==> src/rtl/glyph_pkg.sv <==
// Shared types and constants for the glyph fetch stage and its shifter.
package glyph_pkg;

    typedef enum logic [1:0] {
        ST_IDLE = 2'd0,
        ST_READ = 2'd1,
        ST_WAIT = 2'd2
    } fetch_state_e;

    localparam int GLYPH_ROWS = 8;
    localparam int GLYPH_W    = 8;
    localparam int ADDR_W     = 8;

    function automatic logic [ADDR_W-1:0] glyph_addr(
        input logic [4:0] ch,
        input logic [2:0] row
    );
        return {ch, row};
    endfunction

endpackage

==> src/rtl/glyph_shifter.sv <==
// One-byte holding buffer feeding an MSB-first pixel shifter.
// The buffer refills the shifter on the edge its last bit is consumed.
module glyph_shifter
    import glyph_pkg::*;
(
    input  logic               i_clk,
    input  logic               i_rst_n,
    input  logic               i_load,
    input  logic [GLYPH_W-1:0] i_load_data,
    input  logic               i_pix_en,
    output logic               o_buf_full,
    output logic               o_pix,
    output logic               o_pix_valid
);

    localparam int CNT_W = $clog2(GLYPH_W);

    logic [GLYPH_W-1:0] buf_q;
    logic               buf_full_q;
    logic [GLYPH_W-1:0] sh_q;
    logic [CNT_W-1:0]   cnt_q;
    logic               valid_q;

    logic consume;
    logic last;
    logic xfer;

    assign consume = i_pix_en & valid_q;
    assign last    = (cnt_q == '0);
    assign xfer    = buf_full_q & (~valid_q | (consume & last));

    always_ff @(posedge i_clk or negedge i_rst_n) begin
        if (!i_rst_n) begin
            buf_q      <= '0;
            buf_full_q <= 1'b0;
            sh_q       <= '0;
            cnt_q      <= '0;
            valid_q    <= 1'b0;
        end else begin
            if (i_load) begin
                buf_q      <= i_load_data;
                buf_full_q <= 1'b1;
            end else if (xfer) begin
                buf_full_q <= 1'b0;
            end
            if (xfer) begin
                sh_q    <= buf_q;
                cnt_q   <= CNT_W'(GLYPH_W - 1);
                valid_q <= 1'b1;
            end else if (consume) begin
                sh_q  <= {sh_q[GLYPH_W-2:0], 1'b0};
                cnt_q <= cnt_q - 1'b1;
                if (last)
                    valid_q <= 1'b0;
            end
        end
    end

    assign o_buf_full  = buf_full_q;
    assign o_pix       = valid_q & sh_q[GLYPH_W-1];
    assign o_pix_valid = valid_q;

endmodule

==> src/rtl/glyph_fetch.sv <==
// Glyph fetch stage: one ROM read per request, byte serialised as pixels.
// Optional WAIT timeout enabled by GLYPH_FETCH_TIMEOUT_EN.
module glyph_fetch
    import glyph_pkg::*;
#(
    parameter int TIMEOUT_CYCLES = 255
) (
    input  logic              i_clk,
    input  logic              i_rst_n,
    input  logic              i_req,
    input  logic [4:0]        i_char,
    input  logic [2:0]        i_row,
    output logic              o_ready,
    output logic              o_rom_read,
    output logic [ADDR_W-1:0] o_rom_addr,
    input  logic [7:0]        i_rom_data,
    input  logic              i_rom_valid,
    input  logic              i_pix_en,
    output logic              o_pix,
    output logic              o_pix_valid,
    output logic              o_timeout
);

    fetch_state_e state_q;
    fetch_state_e state_d;

    logic [ADDR_W-1:0]  addr_q;
    logic               buf_full;
    logic               capture;
    logic [GLYPH_W-1:0] cap_data;
    logic               accept;

    assign o_ready    = (state_q == ST_IDLE) & ~buf_full;
    assign accept     = i_req & o_ready;
    assign o_rom_read = (state_q == ST_READ);
    assign o_rom_addr = addr_q;

`ifdef GLYPH_FETCH_TIMEOUT_EN
    localparam int TW = $clog2(TIMEOUT_CYCLES + 1);

    logic [TW-1:0] wait_cnt_q;
    logic          fire;
    logic          timeout_q;

    assign fire = (state_q == ST_WAIT) & ~i_rom_valid
                & (wait_cnt_q == TW'(TIMEOUT_CYCLES - 1));

    always_ff @(posedge i_clk or negedge i_rst_n) begin
        if (!i_rst_n) begin
            wait_cnt_q <= '0;
            timeout_q  <= 1'b0;
        end else begin
            timeout_q <= fire;
            if (state_q != ST_WAIT)
                wait_cnt_q <= '0;
            else
                wait_cnt_q <= wait_cnt_q + 1'b1;
        end
    end

    assign o_timeout = timeout_q;
`else
    assign o_timeout = 1'b0;
`endif

    always_comb begin
        state_d  = state_q;
        capture  = 1'b0;
        cap_data = i_rom_data;
        unique case (state_q)
            ST_IDLE: if (accept) state_d = ST_READ;
            ST_READ: state_d = ST_WAIT;
            ST_WAIT: begin
                if (i_rom_valid) begin
                    capture = 1'b1;
                    state_d = ST_IDLE;
                end
`ifdef GLYPH_FETCH_TIMEOUT_EN
                // abandoned read leaves a blank row so the line stays aligned
                else if (fire) begin
                    capture  = 1'b1;
                    cap_data = '0;
                    state_d  = ST_IDLE;
                end
`endif
            end
            default: state_d = ST_IDLE;
        endcase
    end

    always_ff @(posedge i_clk or negedge i_rst_n) begin
        if (!i_rst_n) begin
            state_q <= ST_IDLE;
            addr_q  <= '0;
        end else begin
            state_q <= state_d;
            if (accept)
                addr_q <= glyph_addr(i_char, i_row);
        end
    end

    glyph_shifter u_shifter (
        .i_clk       (i_clk),
        .i_rst_n     (i_rst_n),
        .i_load      (capture),
        .i_load_data (cap_data),
        .i_pix_en    (i_pix_en),
        .o_buf_full  (buf_full),
        .o_pix       (o_pix),
        .o_pix_valid (o_pix_valid)
    );

endmodule
==> config.mk <==
export PLATFORM = sky130hd
export DESIGN_NAME = glyph_fetch
export DESIGN_NICKNAME = d
export VERILOG_FILES = /design/src/rtl/glyph_pkg.sv /design/src/rtl/glyph_shifter.sv /design/src/rtl/glyph_fetch.sv
export SDC_FILE = /design/constraint.sdc
export NUM_CORES = 1
export LEC_CHECK = 0
export BUFFER_PORTS_ARGS = -buffer_cell sky130_fd_sc_hd__clkbuf_2
export CORE_MARGIN = 4
export CORE_UTILIZATION = 29
export CTS_BUF_LIST = sky130_fd_sc_hd__clkbuf_8
export CTS_CLUSTER_SIZE = 40
export DETAILED_ROUTE_END_ITERATION = 6
export GPL_TIMING_DRIVEN = 0
export PLACE_DENSITY = 0.61
export SYNTH_ARGS = -nofsm -noshare
export SYNTH_HDL_FRONTEND = slang
export SYNTH_SLANG_ARGS = --single-unit
export TNS_END_PERCENT = 100
==> constraint.sdc <==
create_clock -name i_clk -period 1.6 [get_ports i_clk]
set_clock_uncertainty 0.15 [all_clocks]
set_input_delay 0.08 -clock i_clk [delete_from_list [all_inputs] [get_ports i_clk]]
set_output_delay 0.08 -clock i_clk [all_outputs]
set_load 0.01 [all_outputs]
==> flow_metrics.tcl, run 1 <==
set metrics [dict create \
    setup_viol 0 \
    multi_input_area_um2 571.8 \
    power_leakage_nw 0.9533 \
    fin_crit_ps 1565 \
    internal-power_w 0.002222 \
    netSwitchingFraction_pct 30.60 \
    cts.sinks 31 \
    cts-root-buf "clkbuf_8" \
    post-route-util_pct 42.53 \
    hold_viol 0 \
    fmax_ghz 0.6388 \
    cap_violations 0 \
    cp-end-kind "flop" \
    endpoint "u_shifter.sh_q[2]" \
    setup_tns_ps 0 \
    grt_util_met3_pct 3.981 \
    routedWlPerCell_um 12.64 \
    cp_num_cells 5 \
    place_hpwl_um 1711 \
    clkTransAtPathRegs_ps 60 \
    status "finished clean" \
    htree_levels 2 \
    core-area_um2 4474 \
    drtPass1Iterations 4 \
    path_cells "inv_2, ha_4, nand3b_1, a21o_4, mux2_4" \
    grt_overflow 0 \
    post-route-period-util_pct 97.84 \
    antenna_left 0 \
    rr_endpoint "u_shifter.sh_q[2]" \
    drt_iter0_drc 21 \
    nNetsFinal 177 \
    die-area_um2 5912 \
    grt_max_degree 32 \
    gp_congestion 0.7472 \
    critical_path.max_stage_delay_ps 390 \
    r2r_slack_ps 30 \
    combPwrFrac_pct 40.3 \
    regArea_um2 775.7 \
    r2r.worst_path.cells 5 \
    yosysTopAreaCell "dfrtp_1" \
    hp-class "input port to flop" \
    crit_start "u_shifter.cnt_q[1]" \
    pwr-share-seq_pct 42.3 \
    tightest_slew_ps 753.3 \
    routed_wl_um 2617 \
    grt_pass1_vias 983 \
    synthTopCellsByArea "dfrtp_1 (56%), mux2_2 (15%), mux2_4 (13%)" \
    area_growth_pct 38.27 \
    rows 24 \
    filler_cell_count 385 \
    synthCells 94 \
    route.detailed.drc 0 \
    synth_seq_cells 31 \
    drive_gt1_share_pct 54.19 \
    cp.required_ps 1610 \
    clk_path_buf_depth 2 \
    syn-cell-area_um2 1376 \
    initial_core_util_pct 30.76 \
    r2r-start "u_shifter.cnt_q[1]" \
    syn-num-nets 117 \
    io_pins 34 \
    fin_ws_ps 34.60 \
    drv_slew 0 \
    crit_type "flop to flop" \
    clkPwrFrac_pct 17.4 \
    ys_seq_area_share_pct 56.36 \
    cts_buffers 5 \
    synth_top_area_share_pct 56.36 \
    cp_max_fo 8 \
    clk_latency_ps 270 \
    switching_power_w 0.0009795 \
    slew_headroom_pct 49.78 \
    start_kind "flop" \
    die_h_um 76.89 \
    grt_pass1_wl_um 4388 \
    crit_path_top_delay_cell "dfrtp_1" \
    yosysWarnings 0 \
    worstPathArrival_ps 1570 \
    vias 903 \
    vias_per_cell 4.362 \
    final_cell_mix "clkbuf_2 (32), dfrtp_1 (31), mux2_2 (18), dlygate4sd3_1 (17), mux2_4 (12)" \
    power.density_cell_area_nw_per_um2 1682 \
    grt_busiest_layer "met2" \
    die_w_um 76.89 \
    path_delay_family "flip-flops" \
    pre_cts_ws_ps -65.62 \
    grt_usage_pct 9.544 \
    num_antenna_cells 0 \
    max-vdd-ir-drop_uv 917.2 \
    postSynthAreaPerCell_um2 14.64 \
    met2_usage_pct 14.81 \
    portBuffers 32 \
    layout_commonest_cell "clkbuf_2" \
    crit_buf_inv 1 \
    cts_tree "yes" \
    grt_antenna_before_repair 0 \
    grt_use_met1_pct 11.49 \
    synth_cell_type_count 24 \
]
==> cell families after synthesis <==
| logic type | after synthesis | share of synthesized area [%] |
|---|---|---|
| buf+inv | 8 | 3.817 |
| fa+ha+maj | 2 | 1.818 |
| mux | 31 | 28.54 |
| compound gates | 3 | 1.545 |
| flops | 31 | 56.36 |
| other cells | 1 | 0.2725 |
| xor+xnor | 2 | 1.273 |
| simple gates | 16 | 6.364 |
==> state kept, by name, summed over array words and instances, names as in the netlist <==
signal and cells:
o_rom_addr 8, state_q 2, u_shifter.buf_q 8, u_shifter.cnt_q 3, u_shifter.o_buf_full 1, u_shifter.o_pix_valid 1
u_shifter.sh_q 8
==> worst min-delay path, stage by stage <==
cell and delay [ps]:
clkbuf_2 100, nand3_1 90, xor2_1 70, nand2_1 60
==> worst min path at each step <==
stage	from	cells after the start	endpoint
after detailed placement	i_rst_n	1	u_shifter.buf_q[6]
after global placement	i_rst_n	1	u_shifter.buf_q[6]
after CTS	i_pix_en	4	u_shifter.cnt_q[2]
after global routing	i_pix_en	4	u_shifter.cnt_q[2]
final	i_pix_en	4	u_shifter.cnt_q[2]
after floorplan	i_rst_n	0	o_rom_addr[0]
==> repair_timing <==
action | in CTS | in global routing
endpoints found under the hold margin | 47 | 0
resized for setup | 2 | 3
endpoints found under the setup margin | 6 | 10
pin swaps | 1 | 3
hold buffers | 17 | 0
buffers inserted | 0 | 5
==> cell usage after synthesis, drive strengths merged <==
master  instances
nor3            1
dfrtp          31
buf             4
nand2           7
xor2            1
and2            2
nand3           1
mux2i           1
nand3b          2
mux2           30
a21o            1
nor3b           1
o211ai          1
o21ai           1
inv             4
nor2b           1
xnor2           1
ha              2
or2             1
conb            1
==> power by group through the flow <==
stage | Clock, W | Sequential (W) | Combinational (W)
6_report | 0.000557 | 0.00135 | 0.00129
5_1_grt | 0.000621 | 0.00140 | 0.00141
4_1_cts | 0.000576 | 0.00136 | 0.00121
3_5_place_dp | 0 | 0.00136 | 0.00118
3_3_place_gp | 0 | 0.00135 | 0.00115
2_1_floorplan | 0 | 0.00137 | 0.000828
==> area by class of cell <==
class | count | area share [%]
inverter | 4 | 0.7890
clock inverter | 3 | 0.6575
tap | 52 | 3.419
multi-input combinational | 55 | 30.05
sequential | 31 | 40.76
timing repair buffer | 54 | 19.33
clock buffer | 5 | 3.616
buffer | 3 | 1.381
==> routing by layer <==
layer / vias up / part of all wire (%)
met5: - / 0
met4: 0 / 1.4
met3: 4 / 6.2
li1: 434 / -
met2: 32 / 50
met1: 433 / 42
==> per-stage QoR <==
stage	power [W]	hold slack, ps	cell area [µm²]	instances
after floorplan	0.002194	-365.6	1381	94
after global placement	0.002493	31.27	1607	178
after detailed placement	0.002541	39.31	1607	178
after CTS	0.003149	1.779	1853	202
after global routing	0.003434	28.51	1903	207
final	0.003201	3.297	1903	207
No activity file was read; power rests on OpenSTA's default activity.
==> inputs of run 2 (changes only) <==
RECOVER_POWER = 50   (was default)
==> flow_metrics.tcl, run 2 (synthesized netlist as in run 1, its figures left out) <==
set metrics [dict create \
    die_h_um 76.89 \
    drive_gt1_share_pct 49.03 \
    final_cell_mix "dfrtp_1 (31), clkbuf_2 (24), mux2_2 (18), dlygate4sd3_1 (17), mux2_4 (12)" \
    fmax_ghz 0.6391 \
    gp_congestion 0.7472 \
    crit_path_top_delay_cell "dfrtp_1" \
    core-area_um2 4474 \
    cts-root-buf "clkbuf_8" \
    route.detailed.drc 0 \
    start_kind "flop" \
    cts_buffers 5 \
    portBuffers 32 \
    vias 904 \
    grt_usage_pct 9.544 \
    vias_per_cell 4.367 \
    rows 24 \
    drt_iter0_drc 20 \
    grt_overflow 0 \
    fin_crit_ps 1565 \
    cts_tree "yes" \
    die_w_um 76.89 \
    num_antenna_cells 0 \
    drtPass1Iterations 4 \
    fin_ws_ps 35.30 \
    initial_core_util_pct 30.76 \
    final_cell_area_um2 1893 \
    grt_max_degree 32 \
    cp.required_ps 1610 \
    tightest_slew_ps 755.4 \
    max-vdd-ir-drop_uv 898.6 \
    power.density_cell_area_nw_per_um2 1676 \
    post-route-period-util_pct 97.79 \
    worstPathArrival_ps 1570 \
    crit_start "u_shifter.cnt_q[1]" \
    path_cells "inv_2, ha_4, nand3b_1, a21o_4, mux2_4" \
    place_hpwl_um 1711 \
    status "finished clean" \
    hp-start "i_pix_en" \
    r2r-start "u_shifter.cnt_q[1]" \
    nNetsFinal 177 \
    cp-end-kind "flop" \
    cp_max_fo 8 \
    crit_buf_inv 1 \
    setup_viol 0 \
    die-area_um2 5912 \
    area_growth_pct 37.55 \
    routed_wl_um 2614 \
    antenna_left 0 \
    hold_viol 0 \
    pre_cts_ws_ps -65.62 \
    power_leakage_nw 0.9294 \
    cts.sinks 31 \
    crit_type "flop to flop" \
    post-route-util_pct 42.31 \
    path_delay_family "flip-flops" \
    hp-class "input port to flop" \
    io_pins 34 \
    drv_slew 0 \
    layout_commonest_cell "dfrtp_1" \
    grt_pass1_wl_um 4388 \
    place_area_um2 1607 \
    slew_headroom_pct 49.64 \
    routedWlPerCell_um 12.63 \
    htree_levels 2 \
    clkTransAtPathRegs_ps 60 \
    grt_pass1_vias 983 \
    clk_path_buf_depth 2 \
    power.total_w 0.003172 \
    cap_violations 0 \
    critical_path.max_stage_delay_ps 390 \
    clk_latency_ps 270 \
    grt_antenna_before_repair 0 \
]
## run 2: stage by stage
step | hold slack [ps] | setup TNS [ps] | instances
detailed placement | 39.31 | -383.9 | 178
floorplan | -365.6 | 0 | 94
global placement | 31.27 | -275.0 | 178
CTS | 1.779 | 0 | 202
finish | 3.310 | 0 | 207
global route | 28.51 | -8.556 | 207
## run 2: final cells by class
| class | count | area [µm²] |
|---|---|---|
| clock inverter | 3 | 12.51 |
| clock buffer | 5 | 68.82 |
| multi-input combinational | 55 | 571.8 |
| buffer | 3 | 26.28 |
| timing repair buffer | 54 | 357.8 |
| tap | 52 | 65.06 |
| fill | 391 | 2581 |
| sequential | 31 | 775.7 |
| inverter | 4 | 15.01 |
## run 2: what timing repair did
| item | CTS | global route |
|---|---|---|
| endpoints found under the hold margin | 47 | 0 |
| pin swaps | 1 | 3 |
| resized for setup | 2 | 3 |
| setup endpoints to repair | 6 | 10 |
| setup buffers | 0 | 5 |
| cloned | 0 | 0 |
| hold buffers | 17 | 0 |
## run 2: per-layer routing
metal  GRT usage [%]  share of wire [%]  routed length [µm]
met1           11.49                 43                1119
met2           14.81                 50                1309
met3           3.981                5.7                 149
met4           4.348                1.4                  36
met5               0                  0                   0
## run 2: report_power, final
part	internal [W]	switching, W	total (W)
combinational	0.000756	0.000505	0.00126
sequential	0.00115	0.000206	0.00135
clock	0.000291	0.000265	0.000557
## run 2: final timing paths
kind | endpoint | slack, ps | cells past startpoint
min in group asynchronous | u_shifter.buf_q[5] | 250 | 2
worst max-delay path | u_shifter.sh_q[2] | 40 | 5
worst min register to register | u_shifter.sh_q[1] | 350 | 1
worst min-delay path | u_shifter.cnt_q[2] | 3 | 4
worst max register to register | u_shifter.sh_q[2] | 40 | 5
max in group asynchronous | u_shifter.buf_q[3] | 560 | 2
## run 2: worst register-to-register path, stage by stage, from the launching register on
cell,delay (ps)
dfrtp_1,390
inv_2,80
ha_4,120
nand3b_1,110
a21o_4,290
mux2_4,310
==> inputs of run 3 (changes only) <==
CORE_ASPECT_RATIO = 1.75   (was default)
CORE_MARGIN = 1   (was 4)
==> flow_metrics.tcl, run 3 (synthesized netlist as in run 1, its figures left out) <==
set metrics [dict create \
    setup_viol 1 \
    drtPass1Iterations 3 \
    path_delay_family "flip-flops" \
    power.density_cell_area_nw_per_um2 1698 \
    critical_path.max_stage_delay_ps 390 \
    clkTransAtPathRegs_ps 60 \
    die-area_um2 5036 \
    num_antenna_cells 0 \
    drive_gt1_share_pct 49.36 \
    initial_core_util_pct 30.69 \
    vias_per_cell 4.420 \
    crit_path_top_delay_cell "dfrtp_1" \
    final_cell_mix "dfrtp_1 (31), clkbuf_2 (23), mux2_2 (18), dlygate4sd3_1 (17), mux2_4 (12)" \
    place_hpwl_um 1657 \
    area_growth_pct 39.36 \
    cp-end-kind "flop" \
    min_path_cells 4 \
    cts_tree "yes" \
    status "finished with violations" \
    layout_commonest_cell "dfrtp_1" \
    grt_overflow 0 \
    cts.sinks 31 \
    grt_antenna_before_repair 0 \
    r2r-start "u_shifter.cnt_q[1]" \
    cap_violations 0 \
    drt_iter0_drc 13 \
    fin_ws_ps -3.549 \
    io_pins 34 \
    min_to "u_shifter.cnt_q[2]" \
    nNetsFinal 178 \
    fin_crit_ps 1604 \
    hp-start "i_pix_en" \
    htree_levels 2 \
    r2r.worst_path.cells 6 \
    die_w_um 54.08 \
    post-route-util_pct 42.77 \
    worstPathArrival_ps 1610 \
    cts-root-buf "clkbuf_8" \
    cp_max_fo 8 \
    power_leakage_nw 0.9387 \
    antenna_left 0 \
    whs_ps 14.64 \
    drv_slew 0 \
    post-route-period-util_pct 100.2 \
    r2r_slack_ps -4 \
    max-vdd-ir-drop_uv 1120 \
    hold_viol 0 \
    cp.required_ps 1610 \
    route.detailed.drc 0 \
    vias 915 \
    grt_pass1_wl_um 4188 \
    violations "setup timing" \
    crit_type "flop to flop" \
    routedWlPerCell_um 11.85 \
    portBuffers 32 \
    grt_max_degree 32 \
    rr_endpoint "u_shifter.sh_q[2]" \
    die_h_um 93.14 \
    rows 32 \
    grt_usage_pct 11.83 \
    hp-class "input port to flop" \
    path_cells "inv_2, ha_4, nand3b_1, a21o_2, buf_8, mux2_4" \
    routed_wl_um 2452 \
    crit_buf_inv 2 \
    clk_path_buf_depth 2 \
    clk_latency_ps 280 \
    cts_buffers 5 \
    gp_congestion 0.6768 \
    tightest_slew_ps 767.9 \
    fmax_ghz 0.6236 \
    grt_pass1_vias 1016 \
    start_kind "flop" \
    slew_headroom_pct 48.81 \
    core-area_um2 4484 \
    rsz0062_at_grt "true" \
]
-- run 3: cell count changes in the layout (fill, tap and decap cells not counted), sizes merged --
cell / change
clkbuf: +2
buf: +1
clkinv: -1
inv: -1
-- run 3: layout make-up --
type	count	area, µm²
Sequential cell	31	775.7
Tap cell	51	63.81
Timing Repair Buffer	54	356.6
Buffer	4	41.29
Inverter	4	15.01
Fill cell	432	2566
Clock buffer	7	96.34
Clock inverter	1	3.754
Multi-Input combinational cell	55	565.5
-- run 3: through the flow --
stage,cell area (µm²),setup TNS [ps],total power (W),setup WS [ps],instances
final,1918,-3.549,0.003257,-3.549,207
after floorplan,1381,0,0.002194,16.59,94
after global placement,1605,-303.0,0.002478,-51.46,177
after CTS,1929,-5.327,0.003343,-5.327,207
after detailed placement,1605,-401.1,0.002528,-73.82,177
after global routing,1918,-267.7,0.003493,-49.35,207
-- run 3: timing repair --
action / 4_1_cts / 5_1_grt
buffers inserted: 5 / 0
gates resized for setup: 5 / 0
hold endpoints to repair: 47 / 0
hold buffers: 17 / 0
setup endpoints to repair: 6 / 6
pin swaps: 1 / 0
-- run 3: worst max path at each step --
| stage | cells after the start | end | start |
|---|---|---|---|
| finish | 6 | u_shifter.sh_q[2] | u_shifter.cnt_q[1] |
| global route | 6 | u_shifter.sh_q[5] | u_shifter.cnt_q[1] |
| CTS | 6 | u_shifter.sh_q[2] | u_shifter.cnt_q[1] |
| detailed placement | 6 | u_shifter.sh_q[2] | u_shifter.cnt_q[0] |
| global placement | 6 | u_shifter.sh_q[3] | u_shifter.cnt_q[0] |
| floorplan | 6 | u_shifter.sh_q[1] | u_shifter.cnt_q[0] |
-- run 3: tightest hold or removal path, cell delays in order --
cell,delay [ps]
clkbuf_2,110
nand3_1,100
xor2_1,70
nand2_1,50
-- run 3: power by group --
group / total, W / internal (W) / switching [W] / leakage (nW)
Combinational: 0.00126 / 0.000768 / 0.000491 / 0.506
Clock: 0.000653 / 0.000385 / 0.000268 / 0.0557
Sequential: 0.00135 / 0.00115 / 0.000199 / 0.377
-- run 3: metal layers --
metal  share of wire [%]  vias up  track usage (%)
met5                   0        -                0
met4                 3.0        0            7.051
met3                 4.9        6            3.577
met2                  52       32            20.06
met1                  40      441            12.07
li1                    -      436                -
